[config.mk]
export PLATFORM = sky130hd
export DESIGN_NAME = uart_rx_fifo
export DESIGN_NICKNAME = d
export VERILOG_FILES = /design/src/rtl/uart_rx_fifo.sv
export SDC_FILE = /design/constraint.sdc
export NUM_CORES = 1
export LEC_CHECK = 0
export ABC_AREA = 1
export BUFFER_PORTS_ARGS = -buffer_cell sky130_fd_sc_hd__buf_2
export CORE_MARGIN = 2
export CORE_UTILIZATION = 50
export DETAILED_ROUTE_END_ITERATION = 12
export PLACE_DENSITY = 0.67
export SYNTH_ARGS = -nofsm -noshare
export SYNTH_HDL_FRONTEND = slang
export SYNTH_SLANG_ARGS = --single-unit
[constraint.sdc]
create_clock -name clock -period 2.95 [get_ports clock]
set_input_delay 0 -clock clock [delete_from_list [all_inputs] [get_ports clock]]
set_output_delay 0 -clock clock [all_outputs]
set_load 0.005 [all_outputs]
[src/rtl/uart_rx_fifo.sv]
// ---------------------------------------------------------------------------
// uart_rx_fifo
//
// Oversampling UART receiver with configurable data bits, parity and stop
// bits. Each bit is decided by a 2-of-3 majority vote around mid-bit. Every
// received character is tagged with framing and parity error bits and is
// queued in a FIFO read through a valid/read handshake. When a character
// arrives while the FIFO is full and is not being read, it is dropped and
// overrun pulses.
//
// Optional feature, enabled by defining the macro UART_RX_BREAK_EN:
//   A frame with all data bits 0, parity bit 0 and first stop bit 0 is a
//   line break. It is not queued; break_out pulses for one cycle instead.
//   Without the macro, break_out is tied to 0 and such a frame is queued as
//   data 0 with frame_err set.
//
// Ports:
//   clock           system clock, all logic on the rising edge
//   reset           synchronous, active-high reset
//   prescaler_max   one sample tick every prescaler_max+1 clocks
//   signal_in       asynchronous serial line, idle high
//   data_out        FIFO head character
//   frame_err_out   FIFO head: a stop bit was sampled 0
//   parity_err_out  FIFO head: parity mismatch (always 0 when PARITY=0)
//   data_valid      FIFO non-empty
//   data_read       pop the head; ignored when data_valid=0
//   fifo_count      FIFO occupancy
//   overrun         one-cycle pulse when a character is dropped
//   break_out       one-cycle pulse on a detected line break
// ---------------------------------------------------------------------------
module uart_rx_fifo #(
   parameter int DATA_BITS  = 8,   // 5..9, LSB first
   parameter int PARITY     = 0,   // 0 none, 1 odd, 2 even
   parameter int STOP_BITS  = 1,   // 1 or 2
   parameter int OVERSAMPLE = 8,   // even, >= 4
   parameter int FIFO_DEPTH = 16   // power of two, >= 2
) (
   input  logic                          clock,
   input  logic                          reset,
   input  logic [15:0]                   prescaler_max,
   input  logic                          signal_in,
   output logic [DATA_BITS-1:0]          data_out,
   output logic                          frame_err_out,
   output logic                          parity_err_out,
   output logic                          data_valid,
   input  logic                          data_read,
   output logic [$clog2(FIFO_DEPTH):0]   fifo_count,
   output logic                          overrun,
   output logic                          break_out
);

   localparam int M  = OVERSAMPLE / 2;
   localparam int SW = $clog2(OVERSAMPLE);
   localparam int BW = $clog2(DATA_BITS + 1);
   localparam int AW = $clog2(FIFO_DEPTH);
   localparam int CW = AW + 1;
   localparam int EW = DATA_BITS + 2;

   localparam logic [SW-1:0] S_SAMP0     = SW'(M - 1);
   localparam logic [SW-1:0] S_SAMP1     = SW'(M);
   localparam logic [SW-1:0] S_DECIDE    = SW'(M + 1);
   localparam logic [SW-1:0] S_LAST      = SW'(OVERSAMPLE - 1);
   localparam logic [BW-1:0] B_DATA_LAST = BW'(DATA_BITS - 1);
   localparam logic [BW-1:0] B_STOP_LAST = BW'(STOP_BITS - 1);
   localparam logic          ODD_PARITY  = (PARITY == 1);

   typedef enum logic [2:0] {
      ST_IDLE,
      ST_START,
      ST_DATA,
      ST_PARITY,
      ST_STOP
   } state_t;

   // Receiver state
   logic [1:0]           sync_q, sync_d;          // [0] first stage, [1] synchronised line
   logic [1:0]           sync_vld_q, sync_vld_d;  // marks when sync_q[1] holds a real sample
   logic                 line_prev_q, line_prev_d;
   logic                 armed_q, armed_d;
   state_t               state_q, state_d;
   logic [15:0]          pre_q, pre_d;
   logic [SW-1:0]        s_q, s_d;
   logic [BW-1:0]        bit_q, bit_d;
   logic [DATA_BITS-1:0] shift_q, shift_d;
   logic [1:0]           samp_q, samp_d;
   logic                 fe_q, fe_d;
   logic                 pe_q, pe_d;
`ifdef UART_RX_BREAK_EN
   logic                 pbit_q, pbit_d;
   logic                 break_q, break_d;
`endif

   // FIFO state
   logic [EW-1:0]        mem_q [FIFO_DEPTH];
   logic [AW-1:0]        wr_ptr_q, wr_ptr_d;
   logic [AW-1:0]        rd_ptr_q, rd_ptr_d;
   logic [CW-1:0]        count_q, count_d;
   logic                 overrun_q, overrun_d;
   logic [EW-1:0]        head_q, head_d;

   // Combinational helpers
   logic                 line;
   logic                 fall;
   logic                 tick;
   logic                 decide;
   logic                 bit_end;
   logic                 maj;
   logic                 is_break;
   logic                 push;
   logic [EW-1:0]        push_entry;
   logic                 full;
   logic                 pop;
   logic                 do_push;
   logic [EW-1:0]        head;

   assign line = sync_q[1];
   // Only a genuine 1 -> 0 transition starts a frame; armed_q blocks the
   // fake edge created when the line is already low as reset is released.
   assign fall    = armed_q & line_prev_q & ~line;
   // >= rather than == so a mid-frame drop of prescaler_max cannot stall.
   assign tick    = (pre_q >= prescaler_max);
   assign decide  = tick && (s_q == S_DECIDE);
   assign bit_end = tick && (s_q == S_LAST);
   assign maj     = (samp_q[0] & samp_q[1]) | (samp_q[0] & line) | (samp_q[1] & line);

   // -------------------------------------------------------------------------
   // Receiver next-state logic
   // -------------------------------------------------------------------------
   // NOTE: every signal driven here gets a default first; a path that leaves
   // one unassigned would infer a latch.
   always_comb begin
      sync_d      = {sync_q[0], signal_in};
      sync_vld_d  = {sync_vld_q[0], 1'b1};
      line_prev_d = line;
      armed_d     = armed_q | (sync_vld_q[1] & line);
      state_d     = state_q;
      pre_d       = pre_q;
      s_d         = s_q;
      bit_d       = bit_q;
      shift_d     = shift_q;
      samp_d      = samp_q;
      fe_d        = fe_q;
      pe_d        = pe_q;
      push        = 1'b0;
      push_entry  = {fe_q, pe_q, shift_q};
`ifdef UART_RX_BREAK_EN
      pbit_d      = pbit_q;
      break_d     = 1'b0;
      is_break    = (bit_q == '0) && (shift_q == '0) && !pbit_q && !maj;
`else
      is_break    = 1'b0;
`endif

      if (state_q == ST_IDLE) begin
         pre_d = '0;
         s_d   = '0;
         bit_d = '0;
         if (fall) begin
            state_d = ST_START;
            fe_d    = 1'b0;
            pe_d    = 1'b0;
`ifdef UART_RX_BREAK_EN
            pbit_d  = 1'b0;
`endif
         end
      end else begin
         if (tick) begin
            pre_d = '0;
            s_d   = bit_end ? '0 : s_q + SW'(1);
         end else begin
            pre_d = pre_q + 16'd1;
         end
         if (tick && (s_q == S_SAMP0)) samp_d[0] = line;
         if (tick && (s_q == S_SAMP1)) samp_d[1] = line;

         case (state_q)
            ST_START: begin
               if (decide && maj) begin
                  state_d = ST_IDLE;        // false start
               end else if (bit_end) begin
                  state_d = ST_DATA;
                  bit_d   = '0;
               end
            end
            ST_DATA: begin
               if (decide) shift_d = {maj, shift_q[DATA_BITS-1:1]};
               if (bit_end) begin
                  if (bit_q == B_DATA_LAST) begin
                     bit_d   = '0;
                     state_d = (PARITY != 0) ? ST_PARITY : ST_STOP;
                  end else begin
                     bit_d = bit_q + BW'(1);
                  end
               end
            end
            ST_PARITY: begin
               if (decide) begin
                  pe_d = (((^shift_q) ^ maj) != ODD_PARITY);
`ifdef UART_RX_BREAK_EN
                  pbit_d = maj;
`endif
               end
               if (bit_end) state_d = ST_STOP;
            end
            ST_STOP: begin
               if (decide && is_break) begin
`ifdef UART_RX_BREAK_EN
                  break_d = 1'b1;
`endif
                  state_d = ST_IDLE;
               end else if (decide && (bit_q == B_STOP_LAST)) begin
                  // Queue at the final stop decision and re-arm half a bit
                  // early so a back-to-back start edge is not missed.
                  push       = 1'b1;
                  push_entry = {fe_q | ~maj, pe_q, shift_q};
                  state_d    = ST_IDLE;
               end else begin
                  if (decide)  fe_d  = fe_q | ~maj;
                  if (bit_end) bit_d = bit_q + BW'(1);
               end
            end
            default: state_d = ST_IDLE;
         endcase
      end
   end

   // -------------------------------------------------------------------------
   // FIFO next-state logic
   // -------------------------------------------------------------------------
   assign full = (count_q == CW'(FIFO_DEPTH));
   assign pop  = data_read && (count_q != '0);
   assign head = (count_q != '0) ? mem_q[rd_ptr_q] : head_q;

   always_comb begin
      // A full FIFO still accepts a push when the head is popped that cycle.
      do_push   = push && (!full || pop);
      overrun_d = push && full && !pop;
      wr_ptr_d  = do_push ? wr_ptr_q + AW'(1) : wr_ptr_q;
      rd_ptr_d  = pop ? rd_ptr_q + AW'(1) : rd_ptr_q;
      count_d   = count_q + CW'(do_push) - CW'(pop);
      head_d    = head;
   end

   // -------------------------------------------------------------------------
   // State registers
   // -------------------------------------------------------------------------
   // NOTE: sequential state uses non-blocking assignments so every flop
   // samples pre-edge values regardless of statement order.
   always_ff @(posedge clock) begin
      if (reset) begin
         sync_q      <= 2'b11;
         sync_vld_q  <= 2'b00;
         line_prev_q <= 1'b1;
         armed_q     <= 1'b0;
         state_q     <= ST_IDLE;
         pre_q       <= '0;
         s_q         <= '0;
         bit_q       <= '0;
         shift_q     <= '0;
         samp_q      <= '0;
         fe_q        <= 1'b0;
         pe_q        <= 1'b0;
`ifdef UART_RX_BREAK_EN
         pbit_q      <= 1'b0;
         break_q     <= 1'b0;
`endif
         wr_ptr_q    <= '0;
         rd_ptr_q    <= '0;
         count_q     <= '0;
         overrun_q   <= 1'b0;
         head_q      <= '0;
      end else begin
         sync_q      <= sync_d;
         sync_vld_q  <= sync_vld_d;
         line_prev_q <= line_prev_d;
         armed_q     <= armed_d;
         state_q     <= state_d;
         pre_q       <= pre_d;
         s_q         <= s_d;
         bit_q       <= bit_d;
         shift_q     <= shift_d;
         samp_q      <= samp_d;
         fe_q        <= fe_d;
         pe_q        <= pe_d;
`ifdef UART_RX_BREAK_EN
         pbit_q      <= pbit_d;
         break_q     <= break_d;
`endif
         wr_ptr_q    <= wr_ptr_d;
         rd_ptr_q    <= rd_ptr_d;
         count_q     <= count_d;
         overrun_q   <= overrun_d;
         head_q      <= head_d;
      end
   end

   // NOTE: the storage array is deliberately not reset; the pointers and
   // count define what is valid, and head_q supplies the reset value of the
   // outputs while the FIFO is empty.
   always_ff @(posedge clock) begin
      if (do_push && !reset) mem_q[wr_ptr_q] <= push_entry;
   end

   assign data_out       = head[DATA_BITS-1:0];
   assign parity_err_out = head[EW-2];
   assign frame_err_out  = head[EW-1];
   assign data_valid     = (count_q != '0);
   assign fifo_count     = count_q;
   assign overrun        = overrun_q;
`ifdef UART_RX_BREAK_EN
   assign break_out      = break_q;
`else
   assign break_out      = 1'b0;
`endif

endmodule
# Word-level counts from Yosys, hierarchy flattened
# Memory sizes are Yosys's and may differ from the RTL's. A register that Yosys moved wholly into a read port is not among the register bits.
# Cells that the tools add are included.
# classes
add_sub_neg	7
mul	0
n_div	0
order_cmp	1
n_eq_ne	22
shifts	0
mux	37
n_bitwise	14
n_reduce_logical	32
# op_table
operator	n
two-way mux 10 bit	4
two-way mux 4 bit	8
two-way mux 3 bit	9
adder 16 x 1 -> 16 bit, second input constant	1
greater-or-equal comparator 16 bit	1
two-way mux 1 bit	14
inequality test 2 bit, second input constant	7
adder 4 x 1 -> 4 bit, second input constant	3
equality test 3 bit, second input constant	4
inequality test 3 bit, second input constant	4
case mux 3 bit (4 select lines)	1
case mux 4 bit (3 select lines)	1
AND reduction 6 bit	2
logical AND 1 bit	11
equality test 3 x 2 -> 1 bit, second input constant	3
parity 8 bit	1
bitwise AND 1 bit	6
AND reduction 3 bit	2
nonzero test 2 bit	3
adder 5 x 1 -> 5 bit	1
equality test 5 bit, second input constant	1
nonzero test 5 bit	1
subtractor 5 x 1 -> 5 bit	1
equality test 4 x 3 -> 1 bit, second input constant	1
15 further kinds	23
# totals
register_bits	68
latch_bits	0
ramBits	160
rom_bits	0
inputBits	20
output_inout_bits	18
elab_cells	133
memories	1
# mem_list
name	depth	word_bits	rd	rd_ports_with_merged_regs	write_ports	line	rtl
mem_q	16	10	1	1	1	94	logic [EW-1:0] mem_q [FIFO_DEPTH];

# Depth between registers and ports, before layout
# logic_depth
word_depth	10
ltp_mapped	22
depth_no_buf	22

# Worst setup path before layout
# Ideal clock, no wire load.
# synth_path
kind	flip-flop to flip-flop
start	register pre_q[0]
end	register count_q[4] (netlist: fifo_count[4])
setup_time_ps	70
t_arrival_ps	2462
required_time_ps	2880
setup_slack_ps	418
stages_incl_launch_ff	21
n_path_buf	0
period_less_slack_ps	2532
cell_sequence	dfxtp_1 inv_1 ha_1 nand2_1 nor2_1 nor2_1 nand2_1 nand2_1 nand2_1 nand2_2 nand2_4 nand4_4 nand2_1 nand2_1 ha_1 fa_1 nand2_1 a21oi_1 nor2_1 o21ai_0 a21oi_1
# synth_between
elab_chain_cells	9
# synth_lines
item	line	rtl
start, declared	81	logic [15:0] pre_q, pre_d;
start signal, assigned	278	pre_q <= pre_d;
greater-or-equal comparator 16 bit	121	assign tick = (pre_q >= prescaler_max);
logical AND 1 bit	122	assign decide = tick && (s_q == S_DECIDE);
logical AND 1 bit	211	end else if (decide && (bit_q == B_STOP_LAST)) begin
two-way mux 1 bit	211	
two-way mux 1 bit	176	case (state_q)
two-way mux 1 bit	154	if (state_q == ST_IDLE) begin
logical AND 1 bit	236	do_push = push && (!full || pop);
adder 5 x 1 -> 5 bit	240	count_d = count_q + CW'(do_push) - CW'(pop);
subtractor 5 x 1 -> 5 bit	240	
end signal, assigned	291	count_q <= count_d;
end, declared	97	logic [CW-1:0] count_q, count_d;
# No other way between the ends.
# A chain may end at the register's enable or synchronous reset.

# Final worst setup path
# layout_path
start	register count_q[3] (netlist: fifo_count[3])
end	register count_q[4] (netlist: fifo_count[4])
# layout_between
elab_chain_cells	6
elab_cells_between_ends	8
cone_classes	add/sub: 2; eq/ne: 1; reduce/logical: 5
# layout_lines
item	line
equality test 5 bit or nonzero test 5 bit (tied branches)	230, 231
zero test 1 bit or logical AND 1 bit (tied branches)	236, 231
logical OR 1 bit	236
logical AND 1 bit	236
adder 5 x 1 -> 5 bit	240
subtractor 5 x 1 -> 5 bit (*)	240
# Every way passes the cells marked *; elsewhere a longest branch is shown, timed or not.

==> results.toml <==
[hold_path]
hp-class = "input pin to register"

[timing]
fin_crit_sh_pct = 93.8
setup_viol_count_final = 0
fmaxAchievable_mhz = 361
slew_violations = 0
clock_skew_ps = 17.4
finalSetupTns_ps = 0
relSlewSlack_pct = 48.8
fin_crit_ps = 2770
setup_ws_ps = 182
max_slew.worst_pin.slew_ps = 767
hold_violations = 0
hold_slack_ps = 216

[final_layout]
layout.nets = 1030
area_growth_pct = 15.1
diodes = 0
mostFrequentLayoutCells = "edfxtp_1 (160), nor2_1 (126), nand2_1 (98)"
drive_above_1_share_pct = 16.8
stdcell_area_um2 = 11700
layout_commonest_cell = "edfxtp_1"

[yosys]
syn_area_um2 = 10200
synth_cells = 915
synth.distinct_cells = 47
ys.flop_type = "edfxtp_1"
avgSynthCellArea_um2 = 11.1
synth_edf_count = 160
synth-seq-cells = 232
ys_seq_area_share_pct = 61.4
async_flop_share_pct = 0
ys_warn_count = 0
synth_nets = 970

[pwr]
p_sw_mw = 2.54
power.share.clock_pct = 35.8
p_comb_share_pct = 21.9
p_seq_share_pct = 42.3
power.internal_mw = 6.15
p_leak_nw = 4.37
p_per_area_nw_per_um2 = 741
irDropWorstVdd_uv = 451
p_sw_share_pct = 29.2

[clocking]
clkTransAtPathRegs_ps = 60
numCtsBuffers = 25
clk_path_buf_depth = 3
cts.sinks = 232
htreeDepth = 1
clk_latency_ps = 530
tritoncts = "done"
cts_root_buf = "clkbuf_16"

[critical_path]
critPathRequiredTime_ps = 3400
path_max_fanout = 12
cp_data_arrival_time_ps = 3220
start_kind = "register"
critPathCaptureType = "register"
critPathKind = "register to register"
r2r_slack_ps = 180

[global_routing]
grt_use_total_pct = 19.4
antenna_found_initial = 0
grt_pass1_vias = 6375
grt_max_degree = 81
overflow = 0
grt_pass1_wl_um = 32900

[drt]
drt_iter0_drc = 403
routed_wl_um = 20900
vias = 6747
drc = 0
firstDrtPassIters = 4
viasPerCell = 5.34
drtAntennaViolNets = 0
wire_per_inst_um = 16.5

[die]
io_pins = 38
core-area_um2 = 20100
row_count = 52
start_util_pct = 50.6
die-area_um2 = 21500
dieWidth_um = 147
die_y_um = 147

[placed_design]
place_ws_ps = 141
gp_congestion = 0.798
port_buffers = 36
place_area_um2 = 10800
hpwl_um = 13000

[job]
max_cap_viol_count = 0

[status]
run_status = "finished, final reports clean"
==> worst max-delay path, stage by stage, from the launching register on <==
cell,delay (ps)
dfxtp_1,330
inv_1,80
ha_1,220
nand2_1,70
nor2_1,180
inv_2,140
nand2_2,140
nand4_4,150
inv_2,140
nor2_8,50
nand2_1,70
nand2_1,70
ha_1,220
fa_2,360
nand2_1,80
a21oi_2,60
nor2_1,110
o21ai_0,90
a21oi_1,150
==> flip-flops by register name, summed over array words and instances, names as in the netlist, named ones only <==
signal / count
armed_q: 1
bit_q: 4
fe_q: 1
fifo_count: 5
head_q: 10
line_prev_q: 1
mem_q: 160
overrun: 1
pe_q: 1
pre_q: 16
rd_ptr_q: 4
s_q: 3
samp_q: 2
shift_q: 8
state_q: 3
sync_q: 2
sync_vld_q: 2
wr_ptr_q: 4
==> synth_stat cells (2+ instances only) <==
library cell / number / area, um2
a21oi_1: 45 / 225
a21oi_2: 2 / 17.5
buf_1: 3 / 11.3
buf_2: 19 / 95.1
clkbuf_1: 17 / 63.8
dfxtp_1: 72 / 1440
edfxtp_1: 160 / 4800
ha_1: 34 / 425
inv_1: 71 / 267
inv_2: 7 / 26.3
mux2i_1: 27 / 270
nand2_1: 99 / 372
nand2_2: 5 / 31.3
nand2_4: 2 / 22.5
nand3_1: 24 / 120
nand3_2: 2 / 20.0
nand3_4: 2 / 35.0
nand4_1: 8 / 50.1
nand4_2: 2 / 25.0
nand4_4: 3 / 63.8
nor2_1: 126 / 473
nor2_2: 5 / 31.3
nor3_1: 6 / 30.0
nor3_2: 9 / 90.1
nor3b_1: 4 / 30.0
o211ai_1: 14 / 105
o21ai_0: 62 / 310
o21ai_1: 6 / 30.0
o221ai_1: 27 / 236
o32ai_1: 13 / 114
or2_2: 7 / 43.8
xnor2_1: 10 / 87.6
xor2_1: 8 / 70.1
==> final timing paths <==
| path | start | endpoint | cells past startpoint |
|---|---|---|---|
| max reg2reg | fifo_count[3]$_SDFF_PP0_ | fifo_count[4]$_SDFF_PP0_ | 18 |
| min | signal_in | sync_q[0]$_SDFF_PP1_ | 3 |
| max | fifo_count[3]$_SDFF_PP0_ | fifo_count[4]$_SDFF_PP0_ | 18 |
| min reg2reg | sync_vld_q[0]$_DFF_P_ | sync_vld_q[1]$_SDFF_PP0_ | 2 |
==> repair_timing <==
| action | CTS | global route |
|---|---|---|
| setup endpoints to repair | 0 | 1 |
| gates resized for setup | 0 | 9 |
| hold buffers | 3 | 0 |
| buffers inserted | 0 | 1 |
| endpoints found under the hold margin | 22 | 0 |
==> logic make-up after synthesis <==
family | share of synthesized area (%)
other cells | 0.0369
mux | 2.66
buf+inv | 4.81
flops | 61.4
fa+ha+maj | 4.38
simple gates | 14.6
compound gates | 10.6
xor+xnor | 1.55
==> power by group through the flow <==
stage | Sequential, mW | Clock, mW | Combinational (mW)
finish | 3.68 | 3.11 | 1.90
global route | 3.69 | 3.30 | 2.12
CTS | 3.67 | 3.17 | 1.88
detailed placement | 3.74 | 0 | 1.86
global placement | 3.74 | 0 | 1.84
floorplan | 3.72 | 0 | 1.34
==> metal layers <==
layer	vias up	global-route usage (%)	wire [um]
met3	32	3.00	1010
li1	3346	-	-
met1	3207	26.8	9480
met2	162	31.5	9880
met5	-	0	0
met4	0	6.50	547
==> area by class of cell <==
class	count	area, um2
fillers	1651	8390
flip-flops and latches	232	6250
multi-input cells	563	3460
clock buffers	39	761
repair buffers	74	523
well taps	270	338
inverters	79	297
clock inverters	7	77.6
==> stage by stage <==
step,cells,util (%),total power [mW]
floorplan,915,-,5.06
global placement,1214,53.7,5.58
detailed placement,1214,53.7,5.60
CTS,1263,58.0,8.72
global route,1264,58.3,9.12
finish,1264,58.3,8.68
No activity file was read; power rests on OpenSTA's default activity.
